`src/rtl/sram_fetch_arbiter.sv`:
```
// Shares one asynchronous SRAM port between IF fetches and MEM loads/stores, MEM first.
// Optional SRAM_ADDR_CHECK_EN: requests outside addr[31:22]==10'h200 skip the SRAM and flag addr_err.
module sram_fetch_arbiter #(
  parameter int unsigned WAIT_CYCLES = 2,
  parameter int unsigned ADDR_W      = 20
) (
  input  logic              clk,
  input  logic              rst,
  input  logic              if_req,
  input  logic [31:0]       if_addr,
  output logic [31:0]       if_rdata,
  output logic              if_ack,
  output logic              if_stall,
  input  logic              mem_req,
  input  logic              mem_we,
  input  logic [31:0]       mem_addr,
  input  logic [31:0]       mem_wdata,
  input  logic [3:0]        mem_be,
  output logic [31:0]       mem_rdata,
  output logic              mem_ack,
  output logic [ADDR_W-1:0] sram_addr,
  input  logic [31:0]       sram_dq_i,
  output logic [31:0]       sram_dq_o,
  output logic              sram_dq_oe,
  output logic              sram_ce_n,
  output logic              sram_oe_n,
  output logic              sram_we_n,
  output logic [3:0]        sram_be_n,
  output logic              addr_err
);

  localparam int unsigned CNT_W = 4;

  typedef enum logic [1:0] {IDLE, RD, WR, DONE} state_t;

  state_t              state_q, state_d;
  logic [CNT_W-1:0]    cnt_q, cnt_d;
  logic                owner_q, owner_d;  // 1 = MEM owns the transaction
  logic [3:0]          be_q, be_d;
  logic [ADDR_W-1:0]   sram_addr_q, sram_addr_d;
  logic [31:0]         dq_o_q, dq_o_d;
  logic [31:0]         if_rdata_q, if_rdata_d;
  logic [31:0]         mem_rdata_q, mem_rdata_d;
  logic                ce_n_q, ce_n_d;
  logic                oe_n_q, oe_n_d;
  logic                we_n_q, we_n_d;
  logic [3:0]          be_n_q, be_n_d;
  logic                dq_oe_q, dq_oe_d;
  logic                if_ack_q, if_ack_d;
  logic                mem_ack_q, mem_ack_d;
  logic                err_q, err_d;

  logic [31:0]         acc_addr;
  logic                acc_we;
  logic                unused_addr_bits;

  assign acc_addr         = mem_req ? mem_addr : if_addr;
  assign acc_we           = mem_req & mem_we;
  assign unused_addr_bits = ^acc_addr;

  // Next-state, latched request copies and registered strobe values.
  always_comb begin
    state_d     = state_q;
    cnt_d       = cnt_q;
    owner_d     = owner_q;
    be_d        = be_q;
    sram_addr_d = sram_addr_q;
    dq_o_d      = dq_o_q;
    if_rdata_d  = if_rdata_q;
    mem_rdata_d = mem_rdata_q;
    err_d       = 1'b0;

    case (state_q)
      IDLE: begin
        if (mem_req || if_req) begin
          owner_d = mem_req;
`ifdef SRAM_ADDR_CHECK_EN
          if (acc_addr[31:22] != 10'h200) begin
            state_d = DONE;
            err_d   = 1'b1;
            if (!acc_we) begin
              if (mem_req) mem_rdata_d = 32'h0;
              else         if_rdata_d  = 32'h0;
            end
          end else
`endif
          begin
            sram_addr_d = acc_addr[ADDR_W+1:2];
            cnt_d       = CNT_W'(WAIT_CYCLES);
            if (acc_we) begin
              state_d = WR;
              be_d    = mem_be;
              dq_o_d  = mem_wdata;
            end else begin
              state_d = RD;
            end
          end
        end
      end
      RD: begin
        if (cnt_q == CNT_W'(0)) begin
          state_d = DONE;
          if (owner_q) mem_rdata_d = sram_dq_i;
          else         if_rdata_d  = sram_dq_i;
        end else begin
          cnt_d = cnt_q - CNT_W'(1);
        end
      end
      WR: begin
        if (cnt_q == CNT_W'(0)) state_d = DONE;
        else                    cnt_d   = cnt_q - CNT_W'(1);
      end
      DONE:    state_d = IDLE;
      default: state_d = IDLE;
    endcase

    ce_n_d    = !((state_d == RD) || (state_d == WR));
    oe_n_d    = (state_d != RD);
    we_n_d    = (state_d != WR);
    be_n_d    = (state_d == RD) ? 4'h0 : ((state_d == WR) ? ~be_d : 4'hF);
    dq_oe_d   = (state_d == WR) || ((state_q == WR) && (state_d == DONE));
    if_ack_d  = (state_d == DONE) && !owner_d;
    mem_ack_d = (state_d == DONE) && owner_d;
  end

  always_ff @(posedge clk or negedge rst) begin
    if (!rst) begin
      state_q     <= IDLE;
      cnt_q       <= '0;
      owner_q     <= 1'b0;
      be_q        <= 4'h0;
      sram_addr_q <= '0;
      dq_o_q      <= 32'h0;
      if_rdata_q  <= 32'h0;
      mem_rdata_q <= 32'h0;
      ce_n_q      <= 1'b1;
      oe_n_q      <= 1'b1;
      we_n_q      <= 1'b1;
      be_n_q      <= 4'hF;
      dq_oe_q     <= 1'b0;
      if_ack_q    <= 1'b0;
      mem_ack_q   <= 1'b0;
      err_q       <= 1'b0;
    end else begin
      state_q     <= state_d;
      cnt_q       <= cnt_d;
      owner_q     <= owner_d;
      be_q        <= be_d;
      sram_addr_q <= sram_addr_d;
      dq_o_q      <= dq_o_d;
      if_rdata_q  <= if_rdata_d;
      mem_rdata_q <= mem_rdata_d;
      ce_n_q      <= ce_n_d;
      oe_n_q      <= oe_n_d;
      we_n_q      <= we_n_d;
      be_n_q      <= be_n_d;
      dq_oe_q     <= dq_oe_d;
      if_ack_q    <= if_ack_d;
      mem_ack_q   <= mem_ack_d;
      err_q       <= err_d;
    end
  end

  assign if_rdata   = if_rdata_q;
  assign if_ack     = if_ack_q;
  assign if_stall   = if_req & ~if_ack_q;
  assign mem_rdata  = mem_rdata_q;
  assign mem_ack    = mem_ack_q;
  assign sram_addr  = sram_addr_q;
  assign sram_dq_o  = dq_o_q;
  assign sram_dq_oe = dq_oe_q;
  assign sram_ce_n  = ce_n_q;
  assign sram_oe_n  = oe_n_q;
  assign sram_we_n  = we_n_q;
  assign sram_be_n  = be_n_q;
`ifdef SRAM_ADDR_CHECK_EN
  assign addr_err   = err_q;
`else
  assign addr_err   = 1'b0;
`endif

endmodule
```
`config.mk`:
```
export PLATFORM = sky130hd
export DESIGN_NAME = sram_fetch_arbiter
export DESIGN_NICKNAME = d
export VERILOG_FILES = /design/src/rtl/sram_fetch_arbiter.sv
export SDC_FILE = /design/constraint.sdc
export NUM_CORES = 1
export LEC_CHECK = 0
export BUFFER_PORTS_ARGS = -buffer_cell sky130_fd_sc_hd__buf_2
export CAP_MARGIN = 20
export CORE_MARGIN = 4
export CORE_UTILIZATION = 42
export DETAILED_ROUTE_END_ITERATION = 12
export GPL_TIMING_DRIVEN = 0
export PLACE_DENSITY = 0.77
export SETUP_SLACK_MARGIN = 0.1
export SYNTH_ARGS = -nofsm -noshare
export SYNTH_HDL_FRONTEND = slang
export SYNTH_SLANG_ARGS = --single-unit
```
`constraint.sdc`:
```
create_clock -name clk -period 1.73 [get_ports clk]
set_clock_uncertainty 0.1 [all_clocks]
set_input_delay 0.0865 -clock clk [delete_from_list [all_inputs] [get_ports clk]]
set_output_delay 0.0865 -clock clk [all_outputs]
set_load 0.005 [all_outputs]
```
==> key figures <==
Synthesis
  • Mapped Nets: roughly 530
  • Largest family of logic cells by synthesized area: multiplexers
  • Register area share after synthesis: 0.622
  • Post-Synth XOR/XNOR Area: 0
  • Simple-gate area share of the yosys netlist: 0.0378
  • Post-synth top area cell: dfrtp_1
  • Synth area leaders: dfrtp_1 59%, mux2_2 12%, mux2_1 8.8%
  • Seq cells post-synth: around 140
  • Yosys warns: 0
  • Post-synthesis mux area share: 0.240
  • Syn Inst Count: 380
  • Syn Area/Cell: 14.5 µm²
  • Mapped cell area: 5520 µm²
  • Yosys cell types: 36
  • Post-synthesis compound-gate area fraction: 0.0489
  • Share of the synthesized area in the top cell type: 0.589
  • Post-Synth Adder-Cell Area: 0.0249

Clock tree
  • Clk buf depth: 2
  • CTS clk-pin slew, worst paths: around 0.060 ns
  • Worst-Skew Late Latency: roughly 0.42 ns
  • CTS sink count: 137
  • CTS tree: done
  • H-Tree Level Count: 4
  • Root Buffer: clkbuf_16
  • Num CTS Buffers: 17

Worst setup path
  • Req. time, crit path: just under 2 ns
  • FF-to-FF setup slack: -0.14 ns
  • Cell family with most CP delay: compound AO/OA/AOI/OAI gates
  • Startpoint Class: flip-flop
  • Crit end category: flip-flop
  • Reg2reg start: cnt_q[1]
  • Worst reg2reg path depth: 8
  • FF-to-FF End: sram_dq_oe
  • CP bufs+invs: 2
  • Slowest CP cell: dfrtp_1
  • Cells along the critical path: inv_2 > ha_4 > nor3b_4 > buf_4 > o21a_1 > o221a_4 > ha_2 > a21o_1
  • Setup Crit Path Kind: flip-flop to flip-flop
  • Crit Path Max Fanout: 4
  • CP Launch Point: cnt_q[1]
  • CP endpoint: sram_dq_oe
  • Critical path data arrival time: approximately 2.1 ns
  • Levels on crit path: 8
  • CP peak stage delay: approximately 0.36 ns

Drt
  • Drc violations: 0
  • WL per Instance: about 18 µm
  • Via count: 4661
  • DRT iter0 DRCs: roughly 340
  • Remaining antenna violation count after routing: 0
  • Routed WL: approximately 17 mm
  • First-pass DRT Iterations: 6
  • DR vias/cell: around 5

Final layout
  • Most common cell after layout, fill and taps aside: buf_2
  • Non-Filler Instances: 947
  • Commonest cells after routing, fill and taps aside: 242 x buf_2, 129 x dfrtp_1, 111 x dlygate4sd3_1, 55 x mux2_2, 45 x mux2_4
  • Share of cells above drive strength 1: 0.559
  • Nets: just over 900
  • Area growth from synthesis to layout: 65.6%
  • Final instance area: roughly 9100 µm²

Floorplanning
  • Full die area: around 15000 µm²
  • Core ar.: 12700 µm²
  • Starting Density: 0.434
  • I/O pin total: between 200 and 300
  • Die Height: 123 µm
  • Die Wd: approximately 120 µm
  • Num rows: 41

STA
  • Final Hold Fails: 0
  • Relative slew slack: 0.511
  • Final count of negative-setup-slack endpoints: 75
  • Fin crit period: between 1.5 and 2 ns
  • Max-slew violation count: 0
  • Period utilization: 1.08
  • Final WS setup: -0.141 ns
  • Sum of negative setup slack: -5.35 ns
  • Worst slew pin tran: between 0.7 and 0.8 ns
  • RSZ-0062 raised after global routing: true
  • Max frequency: 0.535 GHz

Pwr
  • Int Power: between 0.01 and 0.015 W
  • Combinational share of power: 0.399
  • Leak: roughly 4.5 nW
  • Peak VDD IR: ~840 µV
  • Clock power frac: 0.227
  • Psw: approximately 0.0048 W
  • Register share of total power: 0.374
  • Power Total: 0.0153 W
  • Switching Fraction: 0.314
  • PD cells: between 1500 and 2000 nW/µm²

Global routing
  • First-pass GRT wire length: between 20 and 30 mm
  • Total gr overflow: 0
  • Largest net degree at the start of global routing: 77
  • Overall routing resource usage: 0.228
  • Vias in the first global route: 5072
  • Initial antenna violation count: 0

Placement
  • Port Buffers: 238
  • DP Wirelength: roughly 10 mm
  • GP Congestion: around 0.74
  • Placed instance area: a little over 7000 µm²
  • Placed instance count: 791

Min path
  • Worst hold path class: input pin to flip-flop

Outcome
  • Status: finished, violations left
  • Failing checks: negative setup slack

Flow run
  • Max Cap Viol: 0
[routing by layer]
metal / routed length (µm) / up-vias / global-route usage
met5: 0 / - / 0
met4: 221 / 0 / 0.0763
met3: 1160 / 20 / 0.0664
met2: 8750 / 192 / 0.409
met1: 6500 / 2358 / 0.258
li1: - / 2091 / -
[area by class of cell]
cell class,instances,area (µm²)
Clock inverter,11,126
Antenna cell,1,2.50
Fill cell,844,3580
Sequential cell,137,3440
Clock buffer,21,440
Timing Repair Buffer,362,2430
Multi-Input combinational cell,217,2250
Inverter,7,26.3
Tap cell,172,215
Buffer,19,210
[metrics by stage]
step | hold WS, ns | setup WS [ns] | util
after global routing | 0.0858 | -0.218 | 0.719
after floorplan | -0.309 | -0.130 | -
after CTS | 0.0524 | -0.121 | 0.714
after detailed placement | 0.0596 | -0.340 | 0.566
final | 0.0876 | -0.141 | 0.719
after global placement | 0.216 | -1.21 | 0.563
[how the worst min path moves through the flow]
| stage | from | to | slack [ns] | cells after the start |
|---|---|---|---|---|
| 2_1_floorplan | rst | be_q[0] | -0.31 | 0 |
| 3_3_place_gp | sram_dq_i[9] | if_rdata[9] | 0.22 | 2 |
| 3_5_place_dp | rst | mem_rdata[19] | 0.06 | 1 |
| 4_1_cts | mem_req | owner_q | 0.05 | 2 |
| 5_1_grt | mem_req | owner_q | 0.09 | 2 |
| 6_report | mem_req | owner_q | 0.09 | 2 |
[cells in the mapped netlist]
library cell    n
a21bo_2         1
a21o_1          1
a21oi_1         4
a22o_1          1
and2_1          1
and3b_1         1
buf_2           9
buf_4           2
buf_6           3
clkbuf_1        5
conb_1          1
dfrtp_1       130
dfstp_2         7
ha_1           11
inv_1           7
mux2_1         43
mux2_2         57
mux2i_1        20
nand2_1        24
nand3_1         3
nand3_2         2
nor2_1          2
nor2b_1         3
nor3_1          2
nor3b_1         1
nor3b_4         1
o211a_1         1
o211ai_1        1
o21a_1          2
o21ai_0        25
o21bai_1        1
o221a_2         1
o221ai_1        1
o31a_1          1
o31ai_1         4
or3_1           1
[worst register-to-register path, delay by kind of cell (launching register included)]
kind / cells / cell delay [ns]
fa+ha+maj: 2 / 0.35
flops: 1 / 0.36
simple gates: 1 / 0.15
compound gates: 3 / 0.58
buf+inv: 2 / 0.21
[registers in the layout, summed over array words and instances, names as in the netlist, 2 cells and up]
name	count
cnt_q	4
sram_dq_o	32
state_q	2
if_rdata	32
be_q	4
mem_rdata	32
sram_addr	20
sram_be_n	4
[kinds of logic after synthesis]
logic type	after synthesis
flip-flops	137
AND/OR/NAND/NOR	41
AO/OA/AOI/OAI	44
multiplexers	120
buffers and inverters	26
adder cells (fa/ha/maj)	11
other	1
[power groups by stage]
stage	clock network (W)	logic [W]	registers [W]
floorplan	0	0.00277	0.00580
global placement	0	0.00509	0.00560
detailed placement	0	0.00526	0.00570
finish	0.00347	0.00612	0.00573
global route	0.00368	0.00664	0.00590
CTS	0.00353	0.00593	0.00567
[repair_timing]
action	CTS	global route
cloned	0	0
hold buffers	111	0
pin swaps	5	0
setup buffers	10	2
gates resized for setup	35	20
setup endpoints to repair	128	129
endpoints found under the hold margin	201	0
Power figures use the tool's default switching activity.
